[config.mk]
export PLATFORM = sky130hd
export DESIGN_NAME = pong_playfield
export DESIGN_NICKNAME = d
export VERILOG_FILES = /design/src/rtl/pong_pkg.sv /design/src/rtl/pong_ball_physics.sv /design/src/rtl/pong_playfield.sv
export SDC_FILE = /design/constraint.sdc
export NUM_CORES = 1
export LEC_CHECK = 0
export ABC_AREA = 1
export CORE_UTILIZATION = 35
export CTS_BUF_LIST = sky130_fd_sc_hd__clkbuf_8
export DETAILED_ROUTE_END_ITERATION = 8
export PLACE_DENSITY_LB_ADDON = 0.3
export SETUP_SLACK_MARGIN = 0.15
export SLEW_MARGIN = 20
export SYNTH_ARGS = -nofsm -noshare
export SYNTH_HDL_FRONTEND = slang
export SYNTH_SLANG_ARGS = --single-unit
[constraint.sdc]
create_clock -name VGA_CLOCK -period 5.8 [get_ports VGA_CLOCK]
set_input_delay 1.16 -clock VGA_CLOCK [delete_from_list [all_inputs] [get_ports VGA_CLOCK]]
set_output_delay 1.16 -clock VGA_CLOCK [all_outputs]
set_load 0.02 [all_outputs]
[src/rtl/pong_pkg.sv]
// Shared Pong definitions: FSM state encoding, 3-bit {R,G,B} colours and the
// signed 12-bit coordinate type used by the physics and the renderer.
package pong_pkg;
  localparam int COORD_W = 12;
  typedef logic signed [COORD_W-1:0] coord_t;

  typedef enum logic [1:0] {
    ST_SERVE  = 2'd0,
    ST_PLAY   = 2'd1,
    ST_MISSED = 2'd2
  } game_state_t;

  localparam logic [2:0] COL_BLACK = 3'b000;
  localparam logic [2:0] COL_RED   = 3'b100;
  localparam logic [2:0] COL_GREEN = 3'b010;
  localparam logic [2:0] COL_BLUE  = 3'b001;
  localparam logic [2:0] COL_WHITE = 3'b111;

  localparam coord_t ZERO = coord_t'(0);
  localparam coord_t ONE  = coord_t'(1);

  function automatic logic in_span(input coord_t val, input coord_t lo, input coord_t hi);
    return (val >= lo) && (val <= hi);
  endfunction
endpackage

[src/rtl/pong_ball_physics.sv]
// Per-frame game state: serve/play/missed FSM, ball position and velocity,
// paddle latch. The SCORE counter exists only when PONG_SCORE_EN is defined.
module pong_ball_physics
  import pong_pkg::*;
#(
  parameter int H_ACTIVE    = 780,
  parameter int V_ACTIVE    = 478,
  parameter int PADDLE_X    = 700,
  parameter int PADDLE_H    = 50,
  parameter int BALL_SIZE   = 8,
  parameter int BALL_SPEED  = 2,
  parameter int SERVE_DELAY = 60
) (
  input  logic       VGA_CLOCK,
  input  logic       RESET,
  input  logic       FRAME_START,
  input  logic [7:0] PADDLE_POSITION,
  output coord_t     ball_x,
  output coord_t     ball_y,
  output coord_t     paddle_y,
  output logic       MISS
`ifdef PONG_SCORE_EN
  ,
  output logic [7:0] SCORE
`endif
);
  localparam coord_t HA  = coord_t'(H_ACTIVE);
  localparam coord_t VA  = coord_t'(V_ACTIVE);
  localparam coord_t PX  = coord_t'(PADDLE_X);
  localparam coord_t PH  = coord_t'(PADDLE_H);
  localparam coord_t BS  = coord_t'(BALL_SIZE);
  localparam coord_t SPD = coord_t'(BALL_SPEED);
  localparam coord_t CX  = coord_t'(H_ACTIVE / 2);
  localparam coord_t CY  = coord_t'(V_ACTIVE / 2);
  localparam int SC_W = (SERVE_DELAY > 2) ? $clog2(SERVE_DELAY) : 1;
  localparam logic [SC_W-1:0] SERVE_LAST = SC_W'(SERVE_DELAY - 1);

  game_state_t     state, state_nx;
  logic [SC_W-1:0] serve_cnt;
  coord_t          dx, dy, adx, ady, nx, ny, pos_ext, pad_lat;
  logic            hit_top, hit_bot, hit_left, hit_pad, hit_miss;

  // Left wall beats the paddle, the paddle beats the miss line.
  always_comb begin
    adx      = dx[COORD_W-1] ? -dx : dx;
    ady      = dy[COORD_W-1] ? -dy : dy;
    nx       = ball_x + dx;
    ny       = ball_y + dy;
    hit_top  = (ny <= ZERO);
    hit_bot  = (ny + BS >= VA);
    hit_left = (nx <= ZERO);
    hit_pad  = !hit_left && (dx > ZERO) && (ball_x + BS <= PX) && (nx + BS > PX) &&
               (ball_y <= paddle_y + PH) && (ball_y + BS - ONE >= paddle_y);
    hit_miss = !hit_left && !hit_pad && (nx + BS >= HA);
    pos_ext  = coord_t'({4'b0000, PADDLE_POSITION});
    pad_lat  = (pos_ext + PH > VA - ONE) ? (VA - ONE - PH) : pos_ext;
  end

  always_ff @(posedge VGA_CLOCK or posedge RESET) begin
    if (RESET) state <= ST_SERVE;
    else       state <= state_nx;
  end

  always_comb begin
    state_nx = state;
    if (FRAME_START) begin
      case (state)
        ST_SERVE:  if (serve_cnt == SERVE_LAST) state_nx = ST_PLAY;
        ST_PLAY:   if (hit_miss) state_nx = ST_MISSED;
        ST_MISSED: state_nx = ST_SERVE;
        default:   state_nx = ST_SERVE;
      endcase
    end
  end

  always_comb begin
    MISS = 1'b0;
    if (FRAME_START && (state == ST_MISSED)) MISS = 1'b1;
  end

  always_ff @(posedge VGA_CLOCK or posedge RESET) begin
    if (RESET) begin
      serve_cnt <= '0;
      ball_x    <= CX;
      ball_y    <= CY;
      dx        <= SPD;
      dy        <= SPD;
      paddle_y  <= ZERO;
    end else if (FRAME_START) begin
      paddle_y <= pad_lat;
      case (state)
        ST_SERVE: serve_cnt <= (serve_cnt == SERVE_LAST) ? '0 : serve_cnt + 1'b1;
        ST_PLAY: begin
          if (hit_top) begin
            ball_y <= ONE;
            dy     <= ady;
          end else if (hit_bot) begin
            ball_y <= VA - ONE - BS;
            dy     <= -ady;
          end else begin
            ball_y <= ny;
          end
          if (hit_left) begin
            ball_x <= ONE;
            dx     <= adx;
          end else if (hit_pad) begin
            ball_x <= PX - BS;
            dx     <= -adx;
          end else begin
            ball_x <= nx;
          end
        end
        ST_MISSED: begin
          ball_x <= CX;
          ball_y <= CY;
          dx     <= SPD;
        end
        default: ;
      endcase
    end
  end

`ifdef PONG_SCORE_EN
  always_ff @(posedge VGA_CLOCK or posedge RESET) begin
    if (RESET)                                                  SCORE <= 8'd0;
    else if (MISS)                                              SCORE <= 8'd0;
    else if (FRAME_START && state == ST_PLAY && hit_pad && SCORE != 8'hFF) SCORE <= SCORE + 8'd1;
  end
`endif
endmodule

[src/rtl/pong_playfield.sv]
// Pong screen generator: game physics plus a one-cycle registered pixel renderer.
// Define PONG_SCORE_EN to add the SCORE port and the blue score bar.
module pong_playfield
  import pong_pkg::*;
#(
  parameter int H_ACTIVE    = 780,
  parameter int V_ACTIVE    = 478,
  parameter int PADDLE_X    = 700,
  parameter int PADDLE_W    = 50,
  parameter int PADDLE_H    = 50,
  parameter int BALL_SIZE   = 8,
  parameter int BALL_SPEED  = 2,
  parameter int SERVE_DELAY = 60,
  parameter int COLOR_BITS  = 1
) (
  input  logic                    VGA_CLOCK,
  input  logic                    RESET,
  input  logic                    FRAME_START,
  input  logic [7:0]              PADDLE_POSITION,
  input  logic [10:0]             PIXEL_H,
  input  logic [10:0]             PIXEL_V,
  output logic [3*COLOR_BITS-1:0] PIXEL,
  output logic                    MISS
`ifdef PONG_SCORE_EN
  ,
  output logic [7:0]              SCORE
`endif
);
  localparam coord_t HA = coord_t'(H_ACTIVE);
  localparam coord_t VA = coord_t'(V_ACTIVE);
  localparam coord_t PX = coord_t'(PADDLE_X);
  localparam coord_t PW = coord_t'(PADDLE_W);
  localparam coord_t PH = coord_t'(PADDLE_H);
  localparam coord_t BS = coord_t'(BALL_SIZE);

  coord_t     ball_x, ball_y, paddle_y, h, v;
  logic [2:0] colour;

  pong_ball_physics #(
    .H_ACTIVE   (H_ACTIVE),
    .V_ACTIVE   (V_ACTIVE),
    .PADDLE_X   (PADDLE_X),
    .PADDLE_H   (PADDLE_H),
    .BALL_SIZE  (BALL_SIZE),
    .BALL_SPEED (BALL_SPEED),
    .SERVE_DELAY(SERVE_DELAY)
  ) u_physics (
    .VGA_CLOCK      (VGA_CLOCK),
    .RESET          (RESET),
    .FRAME_START    (FRAME_START),
    .PADDLE_POSITION(PADDLE_POSITION),
    .ball_x         (ball_x),
    .ball_y         (ball_y),
    .paddle_y       (paddle_y),
    .MISS           (MISS)
`ifdef PONG_SCORE_EN
    ,
    .SCORE          (SCORE)
`endif
  );

  always_comb begin
    h      = coord_t'({1'b0, PIXEL_H});
    v      = coord_t'({1'b0, PIXEL_V});
    colour = COL_BLACK;
    if (h <= HA && v <= VA) begin
      if (v == ZERO || v == VA || h == ZERO || h == HA)
        colour = COL_RED;
      else if (in_span(h, ball_x, ball_x + BS - ONE) && in_span(v, ball_y, ball_y + BS - ONE))
        colour = COL_GREEN;
      else if (in_span(h, PX, PX + PW) && in_span(v, paddle_y, paddle_y + PH))
        colour = COL_WHITE;
`ifdef PONG_SCORE_EN
      else if (in_span(v, coord_t'(2), coord_t'(5)) &&
               in_span(h, coord_t'(2), coord_t'(2) + coord_t'({4'b0000, SCORE})))
        colour = COL_BLUE;
`endif
    end
  end

  // Each lit channel drives every one of its bits.
  always_ff @(posedge VGA_CLOCK or posedge RESET) begin
    if (RESET) PIXEL <= '0;
    else       PIXEL <= {{COLOR_BITS{colour[2]}}, {COLOR_BITS{colour[1]}}, {COLOR_BITS{colour[0]}}};
  end
endmodule

[Word level (Yosys, flattened, before mapping)]
Index checks and enable logic that the tools add are counted.
Word-level totals
  bits in registers: 71
  bits of input ports: 33
  output and inout port bits: 4
Cells by class
  $add $sub $neg: 15
  magnitude comparators: 20
  eq/ne operators: 8
  muxes and demuxes: 23
  reduce and logical (&&, ||, !) cells: 30
Operator list (number)
  $mux W12: 10
  $pmux W12 S2: 3
  $add A12 B5 Y12 const B: 4
  $ge A12 B12 Y1: 4
  $le A12 B12 Y1: 4
  $neg A12 Y12: 4
  $add A12 B12 Y12: 2
  $le A12 B1 Y1 const B: 2
  $sub A12 B2 Y12 const B: 2
  $le A11 B10 Y1 const B: 2
  $logic_not A11 Y1: 2
  $logic_and A1 B1 Y1: 15
  $add A12 B7 Y12 const B: 1
  $ge A12 B10 Y1 const B: 1
  $ge A12 B11 Y1 const B: 1
  $gt A12 B1 Y1 const B: 1
  $gt A12 B10 Y1 const B: 1
  $gt A12 B11 Y1 const B: 1
  $le A12 B11 Y1 const B: 1
  $mux W3: 4
  $eq A11 B10 Y1 const B: 1
  $eq A11 B11 Y1 const B: 1
  $ge A11 B10 Y1 const B: 1
  $le A11 B9 Y1 const B: 1
  other kinds (18): 27

[Depth between registers and ports, before layout]
Gate-level depths: netlist of run 1.
  depth in word-level cells: 13
  gate-level depth with buffers: 24
  mapped depth without buffers: 24

[By module]
Synthesis of run 1 repeated with hierarchy kept, for this count alone.
Second synthesis, totals
  cell total of the unflattened synthesis: 1392
  area total of the unflattened synthesis: 8942.3 µm²
Modules (own cells, without submodules)
  pong_ball_physics: times used 1, cells each 981, area each 6377.4 µm²
  pong_playfield: times used 1, cells each 411, area each 2565.0 µm²

[Worst setup path after synthesis of run 1]
OpenSTA, ideal clock, no wires.
  path kind: input to output
  start point: input port FRAME_START
  end point: output port MISS
  arrival: 1.889 ns
  required time: 4.640 ns
  setup slack: 2.751 ns
  stages on the path: 4
  path through: clkbuf_1 -> clkbuf_1 -> nand2_1 -> inv_1
On the way
  cells in the longest elaborated chain, start to end: 2
RTL lines
  from (decl): RTL line pong_playfield.sv:18  | input logic FRAME_START,
  $logic_and A1 B1 Y1: RTL line pong_ball_physics.sv:78  | if (FRAME_START && (state == ST_MISSED)) MISS = 1'b1;
  $mux W1: RTL line pong_ball_physics.sv:78
  to (decl): RTL line pong_playfield.sv:23  | output logic MISS
No other way between the ends.

[Worst setup path after layout of run 1]
Same ends and word-level chain as after synthesis.

==> flow_summary.ini, run 1 <==
[outcome]
status = finished, final reports clean

[detailed_routing]
vias_per_cell = 4.95
num_vias = 7709
drtPass1Iterations = 5
detail-route-antenna-nets = 0
post-route-drc-count = 0
drt_iter0_drc = 494
wl_per_cell_um = 13.4
wirelength_mm = 20.8

[power_and_ir_drop]
p_int_uw = 2350
comb_power_share = 0.753
p_leak_uw = 0.00459
seqPwrFrac = 0.171
swShare = 0.574
power_switching_uw = 3170
p_per_area_nw_per_um2 = 611
power.total_uw = 5520
peakVddDrop_v = 0.000206
clock_power_share = 0.076

[worst_setup_path]
path_common_cell = clkdlybuf4s50_1
setup.worst_path.start = FRAME_START
path_delay_family = buffers and inverters
critPathBufInv = 4
arrival_ps = 2620
r2r_start = u_physics.ball_y[1]$_DFFE_PP1P_
worstSetupPathType = input port to primary output
cp-end-kind = primary output
slowest_stage = clkdlybuf4s50_1
cp.required_ps = 4640
critPathMaxStageDelay_ps = 590
cp_cell_sequence = clkdlybuf4s50_1, buf_4, nand2_1, inv_1, clkdlybuf4s50_1
startpoint_type = input port
cp_max_fo = 21

[cts]
ctsResizeCount = 0
clock_tree.root_cell = clkbuf_8
clock_latency_ps = 370
cts_setup_buffers = 0
clock-sinks = 65
holdBufCountCts = 0
cts_max_level = 3
cts_buffer_depth = 2
cts_buffers = 9
cts_tree = built
path_clk_slew_ps = 80

[synth]
yosysTopAreaCell = ha_1
ys_ff_latch = 65
synth.area.top_cells = ha_1, dfrtp_1, nand2_1, inv_1, nand3_1
synth_cell_types = 55
syn_area_sq_um = 8170
syn-num-nets = 1357
synth_top_cell_area_share = 0.182
synth-main-ff-cell = dfrtp_1
synth-edff-count = 0
ys_warn_count = 0
syn_inst = 1204
synth_seq_area_share = 0.201
synth-async-reset-ratio = 1.00
syn_area_per_cell_sq_um = 6.79

[layout]
register_area_sq_um = 1640
synthToLayoutAreaGrowth_pct = 10.7
nFillCells = 2395
diodes = 0
drive_above_1_share = 0.0860
final_cell_mix = nand2_1, inv_1, ha_1
mostFrequentLayoutCell = nand2_1
multi_input_area_sq_um = 5780
final_nets = 1393

[sta]
maxSlewHeadroom = 0.403
post-route-period-util = 0.652
drv_slew = 0
fin_tns_setup_ps = 0
rsz0062_at_grt = no
fmax_ghz = 0.264
fin_worst_skew_ps = 17.8
finalHoldViolCount = 0
finalCriticalPeriod_ps = 3780
tightest_slew_ps = 895
setup_viol = 0

[global_route]
grt_overflow_total = 0
grt.total_usage = 0.184
grt_pass1_wl_mm = 35.4
grt_max_degree = 66
antenna_found_initial = 0
first_global_vias = 7536

[placed_design]
io_buffers = 36
dp_hpwl_mm = 16.7
place.gp.congestion = 0.882

[die]
top_level_ports = 37
rows = 55
core_area_sq_um = 22800
initial_utilization = 0.359
die_area_sq_um = 24000
fp.dieH_um = 155
die_w_um = 155

[job]
cap_violations = 0

[min_path]
hold_class = flop to flop
min_from = u_physics.state[1]$_DFFE_PP0P_
==> registers in the layout, indices dropped and copies added (netlist names) <==
| signal | count |
|---|---|
| u_physics.ball_x | 12 |
| u_physics.state | 2 |
| u_physics.serve_cnt | 6 |
| PIXEL | 3 |
| u_physics.dy | 10 |
| u_physics.dx | 11 |
| u_physics.paddle_y | 9 |
| u_physics.ball_y | 12 |
==> cells by family after synthesis <==
family                     synth area share
AOI/OAI and AO/OA                     0.117
xor gates and xnor gates             0.0596
adders and majority gates             0.185
buffers and inverters                0.0920
DFF                                   0.201
muxes                               0.00276
and+or+nand+nor                       0.343
==> worst min-delay path: cells and delay by family, from the launching register on <==
| kind | cells | cell delay [ps] |
|---|---|---|
| DFF | 1 | 380 |
| and+or+nand+nor | 2 | 110 |
==> metrics by stage <==
stage,util,hold slack (ps),setup slack (ps),cells,area (sq um)
3_5_place_dp,0.389,494,2020,1542,8850
4_1_cts,0.397,515,2020,1557,9050
3_3_place_gp,0.389,494,2000,1542,8850
5_1_grt,0.397,542,1810,1557,9050
6_report,0.397,513,2020,1557,9050
2_1_floorplan,-,467,2750,1204,8170
==> layout make-up <==
| cell class | count | share of cell area |
|---|---|---|
| Multi-Input combinational cell | 952 | 0.639 |
| Inverter | 172 | 0.0719 |
| Sequential cell | 65 | 0.181 |
| Clock buffer | 11 | 0.0167 |
| Tap cell | 313 | 0.0433 |
| Clock inverter | 4 | 0.00484 |
| Timing Repair Buffer | 40 | 0.0432 |
==> synth_stat cells (5+ instances only) <==
cell / count
a21oi_1: 57
a31oi_1: 6
clkbuf_1: 7
dfrtp_1: 53
dfstp_2: 12
ha_1: 119
inv_1: 165
nand2_1: 292
nand2_2: 26
nand2_4: 6
nand3_1: 110
nand3_2: 5
nand4_1: 29
nor2_1: 101
nor3_1: 19
nor4_1: 6
o21ai_0: 53
o21ai_2: 13
o21bai_1: 5
xnor2_1: 16
xor2_1: 34
==> final timing paths <==
| check | end | slack, ps | depth (start not counted) |
|---|---|---|---|
| max | MISS | 2020 | 5 |
| max reg2reg | u_physics.dx[2]$_DFFE_PP0P_ | 2140 | 19 |
| min reg2reg | u_physics.state[1]$_DFFE_PP0P_ | 510 | 2 |
| min in group asynchronous | u_physics.dy[11]$_DFFE_PP0P_ | 1370 | 3 |
| max in group asynchronous | u_physics.ball_x[4]$_DFFE_PP0P_ | 3830 | 3 |
| min | u_physics.state[1]$_DFFE_PP0P_ | 510 | 2 |
==> power groups by stage <==
stage                     Combinational (uW)  Sequential, uW  Clock [uW]
after CTS                               4190             942         429
after global placement                  4100             940           0
after global routing                    4810             976         445
after floorplan                         3470             827           0
final                                   4160             944         419
after detailed placement                4170             951           0
==> routing by layer <==
metal	wire length, um	GRT usage	share of wire
met1	9990	0.233	0.48
met2	9770	0.324	0.47
met3	714	0.0221	0.034
met4	349	0.0608	0.017
met5	0	0	0
No activity file was read; power rests on OpenSTA's default activity.
==> run 2, diff against run 1 <==
clock period = 3.1 ns   (was 5.8 ns; I/O delays follow)
==> flow_summary.ini, run 2 (same netlist as run 1, synthesis figures left out) <==
[layout]
final_nets = 1448
multi_input_area_sq_um = 6210
synthToLayoutAreaGrowth_pct = 22.5
final_cell_mix = nand2_1, inv_1, ha_1
mostFrequentLayoutCell = nand2_1
register_area_sq_um = 1650
drive_above_1_share = 0.184
nFillCells = 2302
design_area_sq_um = 10000
top_regs = u_physics.ball_x (12), u_physics.ball_y (12), u_physics.dx (11)

[global_route]
grt_max_degree = 66
grtUsageMet3 = 0.0227
grt_busiest_layer = met2
first_global_vias = 7783
grt_pass1_wl_mm = 36.5
gr-usage-met2 = 0.327
grt_overflow_total = 0
grt.total_usage = 0.189
antenna_found_initial = 1
grt.met1_usage = 0.244

[sta]
post-route-period-util = 1.01
finalHoldViolCount = 0
setup_viol = 7
fin_worst_skew_ps = 13.7
drv_slew = 0
fmax_ghz = 0.319
setup_slack_ps = -34.8
tightest_slew_ps = 581
hold_ws_ps = 519
finalCriticalPeriod_ps = 3130
maxSlewHeadroom = 0.612
rsz0062_at_grt = yes

[job]
cap_violations = 0

[cts]
cts_tree = built
cts_buffer_depth = 2
clock_tree.root_cell = clkbuf_8
holdBufCountCts = 0
clock-sinks = 65
path_clk_slew_ps = 80
cts_buffers = 9
cts_max_level = 3
clock_latency_ps = 370

[detailed_routing]
wirelength_mm = 22.2
wl_per_cell_um = 13.7
drt_iter0_drc = 469
detail-route-antenna-nets = 0
drtPass1Iterations = 5
post-route-drc-count = 0
vias_per_cell = 5.02
num_vias = 8099

[worst_setup_path]
worstSetupPathType = flop to flop
setup.worst_path.start = u_physics.paddle_y[1]$_DFFE_PP0P_
cp_cell_sequence = ha_4, a21oi_4, nand2_1, nand2_2, xor2_2, ha_1, a21oi_1, o21ai_0, nand2_1, nand3_1, nand3_2, nand4_1, nor2_2, nand3_4, nand3_2, nand2_4, bufbuf_16, nand2_2, o21ai_2
cp-end-kind = flop
arrival_ps = 3390
cp_max_fo = 5
r2r_start = u_physics.paddle_y[1]$_DFFE_PP0P_
critPathMaxStageDelay_ps = 420
slowest_stage = dfrtp_1
cp.required_ps = 3360
startpoint_type = flop

[die]
initial_utilization = 0.359
rows = 55
fp.dieH_um = 155
core_area_sq_um = 22800
die_w_um = 155
die_area_sq_um = 24000
top_level_ports = 37

[outcome]
violations = setup timing
status = complete, but fails checks

[power_and_ir_drop]
p_leak_uw = 0.00493
p_per_area_nw_per_um2 = 1170
peakVddDrop_v = 0.000429

[min_path]
hold_class = flop to flop
min_from = u_physics.state[0]$_DFFE_PP0P_

[placed_design]
dp_hpwl_mm = 17.2
dpl-instance-area_sq_um = 9080
io_buffers = 36
place.gp.congestion = 0.883
-- run 2: where the power goes --
part | switching, uW | internal, uW
clock network | 380 | 350
logic | 5640 | 3620
registers | 506 | 1230
total | 6520 | 5200
-- run 2: layout make-up --
| cell class | instances | area share |
|---|---|---|
| sequential | 65 | 0.164 |
| clock buffer | 12 | 0.0165 |
| multi-input combinational | 952 | 0.620 |
| timing repair buffer | 95 | 0.0925 |
| clock inverter | 4 | 0.00187 |
| inverter | 172 | 0.0650 |
| tap | 313 | 0.0391 |
| antenna | 1 | 0.000250 |
-- run 2: what timing repair did --
action / 4_1_cts / 5_1_grt
setup buffers: 8 / 17
gates cloned: 2 / 1
endpoints found under the setup margin: 31 / 42
pin swaps: 10 / 23
gates resized for setup: 27 / 77
-- run 2: layer usage --
metal	wire, um	vias to the layer above
met5	0	-
met4	454	0
met3	723	33
met2	10500	154
met1	10500	3754
li1	-	4158
-- run 2: per-stage QoR --
stage                      util  std cells  setup TNS, ps  total power (uW)  setup WS [ps]
after floorplan               -       1204              0              8030            173
after global placement    0.399       1569              0              9630           39.6
after detailed placement  0.399       1569          -91.9              9790          -26.8
after CTS                 0.418       1595              0             10900            136
after global routing      0.439       1613          -2230             13000           -178
final                     0.439       1614           -135             11700          -34.8
-- run 2: final timing paths --
path                                              endpoint  slack [ps]  cells past startpoint
max in group asynchronous  u_physics.ball_x[2]$_DFFE_PP1P_        2110                      3
hold / removal              u_physics.state[0]$_DFFE_PP0P_         520                      2
setup / recovery               u_physics.dx[8]$_DFFE_PP0P_         -30                     19
min in group asynchronous      u_physics.dy[2]$_DFFE_PP0P_         600                      3
hold reg to reg             u_physics.state[0]$_DFFE_PP0P_         520                      2
setup reg to reg               u_physics.dx[8]$_DFFE_PP0P_         -30                     19
-- run 2: worst max-delay path, delay by kind of cell (launching register included) --
family          cells  cell delay, ps
compound gates      4             540
xor+xnor            1             200
fa+ha+maj           2             480
buf+inv             1             300
flops               1             420
simple gates       11            1080
==> run 3, diff against run 2 <==
SKIP_LAST_GASP = 1   (was not set)
==> results of run 3 <==
No change in the layout: final DEF, timing and power equal those of run 2.
